### src/rtl/alu_wb_stage_pkg.sv
// Shared definitions for the ALU writeback stage: opcodes, overflow status codes
// and the buffered entry record.
package alu_wb_stage_pkg;

   localparam logic [4:0] OP_ADD = 5'b00000;
   localparam logic [4:0] OP_SUB = 5'b00001;

   localparam int ST_ADD_OVF  = 1;
   localparam int ST_ADDI_OVF = 2;
   localparam int ST_SUB_OVF  = 3;

   localparam int DEF_DATA_W = 32;
   localparam int DEF_REG_W  = 5;

   typedef struct packed {
      logic [DEF_REG_W-1:0]  rd;
      logic [DEF_DATA_W-1:0] data;
      logic                  wen;
   } wb_entry_t;

   function automatic logic is_status_op(input logic [4:0] op);
      return (op == OP_ADD) || (op == OP_SUB);
   endfunction

endpackage

### src/rtl/wb_fifo2.sv
// Two-entry FIFO with an occupancy counter and 1-bit wrapping pointers.
// ALU_WB_FWD_EN exposes the youngest entry and occupancy for forwarding.
module wb_fifo2
   import alu_wb_stage_pkg::*;
#(
   parameter type entry_t = wb_entry_t
) (
   input  logic       clock,
   input  logic       reset,
   input  logic       push_valid,
   output logic       push_ready,
   input  entry_t     push_data,
   output logic       pop_valid,
   input  logic       pop_ready,
   output entry_t     pop_data
`ifdef ALU_WB_FWD_EN
   ,output entry_t    tail_data
   ,output logic [1:0] count
`endif
);

   entry_t     mem [2];
   logic       wr_ptr, rd_ptr;
   logic [1:0] occ;
   logic       push, pop;

   assign push_ready = (occ < 2'd2);
   assign pop_valid  = (occ != 2'd0);
   assign push       = push_valid && push_ready;
   assign pop        = pop_valid && pop_ready;
   assign pop_data   = pop_valid ? mem[rd_ptr] : '0;

`ifdef ALU_WB_FWD_EN
   assign tail_data = mem[~wr_ptr];
   assign count     = occ;
`endif

   always_ff @(posedge clock or posedge reset) begin
      if (reset) begin
         occ    <= 2'd0;
         wr_ptr <= 1'b0;
         rd_ptr <= 1'b0;
      end else begin
         if (push) wr_ptr <= ~wr_ptr;
         if (pop)  rd_ptr <= ~rd_ptr;
         case ({push, pop})
            2'b10:   occ <= occ + 2'd1;
            2'b01:   occ <= occ - 2'd1;
            default: occ <= occ;
         endcase
      end
   end

   // Storage needs no reset: every read is qualified by occupancy.
   always_ff @(posedge clock) begin
      if (push) mem[wr_ptr] <= push_data;
   end

endmodule

### src/rtl/alu_wb_stage.sv
// ALU writeback stage: maps add/sub overflow into status-register writes and
// buffers results in a 2-entry FIFO. ALU_WB_FWD_EN adds forwarding outputs.
module alu_wb_stage
   import alu_wb_stage_pkg::*;
#(
   parameter int DATA_W      = 32,
   parameter int REG_W       = 5,
   parameter int RSTATUS_REG = 30
) (
   input  logic              clock,
   input  logic              reset,
   input  logic              in_valid,
   output logic              in_ready,
   input  logic [DATA_W-1:0] in_result,
   input  logic              in_overflow,
   input  logic [4:0]        in_opcode,
   input  logic              in_is_addi,
   input  logic [REG_W-1:0]  in_rd,
   input  logic              in_wen,
   output logic              wb_valid,
   input  logic              wb_ready,
   output logic [REG_W-1:0]  wb_rd,
   output logic [DATA_W-1:0] wb_data,
   output logic              wb_wen
`ifdef ALU_WB_FWD_EN
   ,output logic              fwd_valid
   ,output logic [REG_W-1:0]  fwd_rd
   ,output logic [DATA_W-1:0] fwd_data
`endif
);

   typedef struct packed {
      logic [REG_W-1:0]  rd;
      logic [DATA_W-1:0] data;
      logic              wen;
   } entry_t;

   entry_t in_entry, head;

   always_comb begin
      in_entry.rd   = in_rd;
      in_entry.data = in_result;
      in_entry.wen  = in_wen;
      if (in_overflow && is_status_op(in_opcode)) begin
         in_entry.rd  = REG_W'(RSTATUS_REG);
         in_entry.wen = 1'b1;
         if (in_opcode == OP_SUB)  in_entry.data = DATA_W'(ST_SUB_OVF);
         else if (in_is_addi)      in_entry.data = DATA_W'(ST_ADDI_OVF);
         else                      in_entry.data = DATA_W'(ST_ADD_OVF);
      end
      // r0 writes are still delivered so the pipeline stays in order.
      if (in_entry.rd == '0) in_entry.wen = 1'b0;
   end

`ifdef ALU_WB_FWD_EN
   entry_t     tail;
   logic [1:0] count;
`endif

   wb_fifo2 #(.entry_t(entry_t)) u_fifo (
      .clock      (clock),
      .reset      (reset),
      .push_valid (in_valid),
      .push_ready (in_ready),
      .push_data  (in_entry),
      .pop_valid  (wb_valid),
      .pop_ready  (wb_ready),
      .pop_data   (head)
`ifdef ALU_WB_FWD_EN
      ,.tail_data (tail)
      ,.count     (count)
`endif
   );

   assign wb_rd   = head.rd;
   assign wb_data = head.data;
   assign wb_wen  = head.wen;

`ifdef ALU_WB_FWD_EN
   // Youngest writer wins; with two entries the head is the older one.
   always_comb begin
      fwd_valid = 1'b0;
      fwd_rd    = '0;
      fwd_data  = '0;
      if (count != 2'd0 && tail.wen) begin
         fwd_valid = 1'b1;
         fwd_rd    = tail.rd;
         fwd_data  = tail.data;
      end else if (count == 2'd2 && head.wen) begin
         fwd_valid = 1'b1;
         fwd_rd    = head.rd;
         fwd_data  = head.data;
      end
   end
`endif

endmodule

### config.mk
export PLATFORM = sky130hd
export DESIGN_NAME = alu_wb_stage
export DESIGN_NICKNAME = d
export VERILOG_FILES = /design/src/rtl/alu_wb_stage_pkg.sv /design/src/rtl/wb_fifo2.sv /design/src/rtl/alu_wb_stage.sv
export SDC_FILE = /design/constraint.sdc
export NUM_CORES = 1
export LEC_CHECK = 0
export BUFFER_PORTS_ARGS = -buffer_cell sky130_fd_sc_hd__clkbuf_2
export CAP_MARGIN = 10
export CORE_AREA = 4 4 107 109
export DETAILED_ROUTE_END_ITERATION = 16
export DIE_AREA = 0 0 111 113
export PLACE_DENSITY = 0.53
export SLEW_MARGIN = 30
export SYNTH_ARGS = -nofsm -noshare
export SYNTH_HDL_FRONTEND = slang
export SYNTH_HIERARCHICAL = 1
export SYNTH_SLANG_ARGS = --single-unit
export TNS_END_PERCENT = 5
### constraint.sdc
create_clock -name clock -period 7.1 [get_ports clock]
set_clock_uncertainty 0.1 [all_clocks]
set_input_delay 0.71 -clock clock [delete_from_list [all_inputs] [get_ports clock]]
set_output_delay 0.71 -clock clock [all_outputs]
set_load 0.02 [all_outputs]
# Word-level counts from Yosys, hierarchy flattened
# Memories as Yosys holds them, arrays and structs flattened.
# Index checks and enable logic that the tools add are counted.
# word_totals
ff_bits	4
mem_bits_rw	76
out_inout_bits	40
mem_count	1
# classes
n_addsub	2
order_cmp	1
n_eq_ne	3
muxes	8
bitwise_logic	2
n_reduce_logical	8
# mem_list
memory	depth	width	rd	rd_ports_with_merged_regs	write_ports	line	source
u_fifo.mem	2	38	1	0	1	wb_fifo2.sv:22	entry_t mem [2];
# ops
operator	count
two-way mux 38 bit	2
logical NOT 5 bit	2
equality test 5 x 1 -> 1 bit (second input constant)	1
two-way mux 2 bit	2
one-hot mux 2 bit (2 select lines)	1
nonzero test 2 bit	2
logical AND 1 bit	3
two-way mux 1 bit	3
adder 2 x 1 -> 2 bit (second input constant)	1
equality test 2 x 1 -> 1 bit (second input constant)	1
equality test 2 bit (second input constant)	1
less-than comparator 2 bit (second input constant)	1
inverter 1 bit	2
subtractor 2 x 1 -> 2 bit (second input constant)	1
logical OR 1 bit	1

# Logic depth before layout (Yosys ltp)
# logic_depth
word_depth	6
ltp_mapped	7

# Hierarchy
# Netlist, hierarchy kept.
# modules_own_cells
mod	n_inst	cells_per_inst	area_each_um2	seq_area_each_um2
wb_fifo2	1	180	3104.2	2382.3
alu_wb_stage	1	49	326.6	0.0

# Worst setup path before layout
# No wires, ideal clock.
# synth_path
path_kind	input-to-reg
startpoint	input port in_valid
endpoint	memory u_fifo/mem[0][0] (netlist name), enable pin
arrival_ns	2.408
required_time_ns	6.567
setup_slack_ns	4.159
stages	2
path_cell_list	nand2_1 -> nor2_1
# synth_via
elab_chain_len	3
# synth_rtl
item	line	source
start: declaration	alu_wb_stage.sv:12	input logic in_valid,
logical AND 1 bit	wb_fifo2.sv:29	assign push = push_valid && push_ready;
two-way mux 1 bit	wb_fifo2.sv:56	if (push) mem[wr_ptr] <= push_data;
two-way mux 1 bit (implied by the code)	wb_fifo2.sv:56	
end: declaration	wb_fifo2.sv:22	
# No other way between the ends.

# Worst setup path in the final report
# layout_path
startpoint	register u_fifo.rd_ptr
endpoint	output port wb_data[15]
# layout_via
elab_chain_len	2
# layout_rtl
item	line	source
start: declaration	wb_fifo2.sv:23	logic wr_ptr, rd_ptr;
start signal: assignment	wb_fifo2.sv:45	if (pop) rd_ptr <= ~rd_ptr;
memory read (2 x 38 bit)	-	
two-way mux 38 bit	wb_fifo2.sv:31	assign pop_data = pop_valid ? mem[rd_ptr] : '0;
end: declaration	alu_wb_stage.sv:23	output logic [DATA_W-1:0] wb_data,
# No other way between the ends.

==> flow_summary.ini <==
[run_status]
outcome = finished clean

[routing]
drt_iter0_drc = 85
wl_mm = 6.46
wl_per_cell_um = 13.9
top_layer = met4
vias_per_cell = 4.30
wl_met2_mm = 3.19
remaining_drc_errors = 0
drtAntennaViolNets = 0
via_count = 1995
wl_met3_um = 433
wirelength_met1_mm = 2.73
dr.pass1.iters = 4

[synth]
synth-xor-area-share_pct = 1.28
yosys_warnings = 6
syn_area_per_cell_sq_um = 15.0
async_flop_share_pct = 5.00
synth_adder_area_share_pct = 0.365
synthCells = 229
synth_area_leader_cell = edfxtp_1
yosys-top-cells-area = edfxtp_1 67%, mux2i_1 11%, nor2b_1 5.7%
synth.most_common_cell = edfxtp_1
synth-main-ff-cell = edfxtp_1
synth_nets = 279
ys_top_cells_by_count = 76 x edfxtp_1, 41 x nor2_1, 38 x mux2i_1, 31 x nor2b_1, 5 x buf_4
synth.distinct_cells = 23
synth_top_area_share_pct = 66.5
synth_top_family_by_area = simple AND/OR/NAND/NOR gates
syn_area_sq_um = 3430
synth_edf_count = 76
ys_seq_elements = 80
yosys-mux-area-fraction_pct = 11.7
synth_simple_gate_area_share_pct = 12.8
synth_compound_area_share_pct = 0.146
ys_seq_area_share_pct = 69.4

[clock_network]
post_cts.repair.setup_buffers = 0
worstSkewPairLatency_ps = 340
cts_tree = built
cts_made_buffers = 9
cts.sinks = 80
cts.htree.levels = 3
post_cts_resized = 0
holdBufCountCts = 0
max-clock-path-buffers = 2
clk_pin_slew_ps = 80
clockRootBuffer = clkbuf_8

[sta]
min_period_ps = 2830
rsz0062_at_grt = false
drv_slew = 0
worst_slew_pin_slew_ps = 568
final.setup.tns_ps = 0
fin_crit_sh_pct = 39.8
max_freq_mhz = 353
finalHoldViolations = 0
setup_violations = 0
maxSlewHeadroom_pct = 62.2

[critical_path]
crit_required_ps = 6290
ff2ff_path_depth = 6
critPathMaxFanout = 22
r2r-end = u_fifo/occ[1]
crit_end = wb_data[15]
startpoint = u_fifo/rd_ptr
crit_arrival_ps = 2020
rrSetupSlack_ps = 5140
critical_path_class = reg -> out
critPathLaunchType = register
endpoint_kind = output pin
r2r-start = u_fifo/occ[0]

[die]
die-area_sq_um = 12500
die_y_um = 113
core_sq_um = 10600
die_w_um = 111
start_util_pct = 32.4
rows = 38
io_pins = 89

[min_path]
hp-class = in -> async

[grt]
grt_max_degree = 40
grt_pass1_wl_mm = 10.2
gr-total-overflow = 0
grt_pass1_vias = 2049
antenna_found_initial = 0
grtUsageTotal_pct = 10.7

[pwr]
ir_worst_vdd_mv = 0.145
p_leak_nw = 1.74
powerDensity_nw_per_um2 = 403

[layout]
multi_input_area_sq_um = 933
layout-drive-gt1-share_pct = 34.9
diodes = 0
num-fill-cells = 1044
nNetsFinal = 369
regArea_sq_um = 2380
design_area_sq_um = 4230
syn2layout_area_growth_pct = 23.2

[placed_design]
portBuffers = 88
place.gp.congestion = 0.663
placed_area_sq_um = 3960
hpwl_mm = 4.05

[run]
cap_violations = 0
==> logic make-up after synthesis <==
| kind of cell | Yosys count |
|---|---|
| AND/OR/NAND/NOR | 86 |
| flip-flops | 80 |
| multiplexers | 40 |
| buffers and inverters | 16 |
| XOR/XNOR | 5 |
| AO/OA/AOI/OAI | 1 |
| adder cells (fa/ha/maj) | 1 |
==> cell type report <==
type                       instances  area share [%]
tap                              140            4.14
clock buffer                      14            4.09
inverter                           3           0.266
sequential                        80            56.4
multi-input combinational        133            22.1
timing repair buffer              92            11.6
clock inverter                     2            1.42
==> through the flow <==
step | setup WS, ps | utilization (%) | total power [mW] | instances | hold WS, ps
floorplan | 4160 | - | 1.16 | 229 | 360
global placement | 4590 | 37.4 | 1.33 | 447 | 427
detailed placement | 4580 | 37.4 | 1.34 | 447 | 435
CTS | 4170 | 39.6 | 1.72 | 463 | 105
global route | 4110 | 39.9 | 1.81 | 464 | 112
finish | 4270 | 39.9 | 1.71 | 464 | 127
==> worst min path at each step <==
stage / from / slack (ps) / cells past startpoint / end
global placement: u_fifo/wr_ptr / 430 / 1 / u_fifo/wr_ptr
global route: reset / 110 / 2 / u_fifo/rd_ptr
floorplan: u_fifo/wr_ptr / 360 / 1 / u_fifo/wr_ptr
detailed placement: u_fifo/wr_ptr / 440 / 1 / u_fifo/wr_ptr
CTS: reset / 100 / 2 / u_fifo/occ[1]
finish: reset / 130 / 2 / u_fifo/rd_ptr
==> routing by layer <==
layer / global-route usage (%) / vias up
li1: - / 983
met1: 12.3 / 938
met2: 17.9 / 66
met3: 3.90 / 8
met4: 5.17 / 0
met5: 0 / -
==> critical path: stages (launching register included) <==
cell and delay [ps]:
dfrtp_2 700, buf_4 480, mux2i_1 250, nor2_1 60
clkbuf_2 180
==> layout by cell type (no fill, tap or decap), types with 2 or more instances in the layout <==
| master | count |
|---|---|
| nor2_1 | 39 |
| mux2i_1 | 38 |
| mux2_1 | 2 |
| nor2b_1 | 31 |
| nor2_4 | 2 |
| buf_4 | 3 |
| clkbuf_1 | 2 |
| dfrtp_1 | 3 |
| or2_1 | 4 |
| xnor2_1 | 4 |
| nand2b_1 | 4 |
| edfxtp_1 | 76 |
| clkbuf_8 | 12 |
| clkbuf_2 | 88 |
| nand2_1 | 2 |
| bufinv_16 | 2 |
| inv_1 | 2 |
==> sequential cells by signal (all words and copies together) (netlist names) <==
| signal | cells |
|---|---|
| u_fifo/mem | 76 |
| u_fifo/occ | 2 |
| u_fifo/rd_ptr | 1 |
| u_fifo/wr_ptr | 1 |
==> report_power, final <==
part	switching, mW	leakage [nW]	internal [mW]
sequential	0.0513	0.744	0.622
clock	0.150	0.117	0.227
combinational	0.416	0.877	0.239
Note: power is estimated with default switching activity, not from simulation.
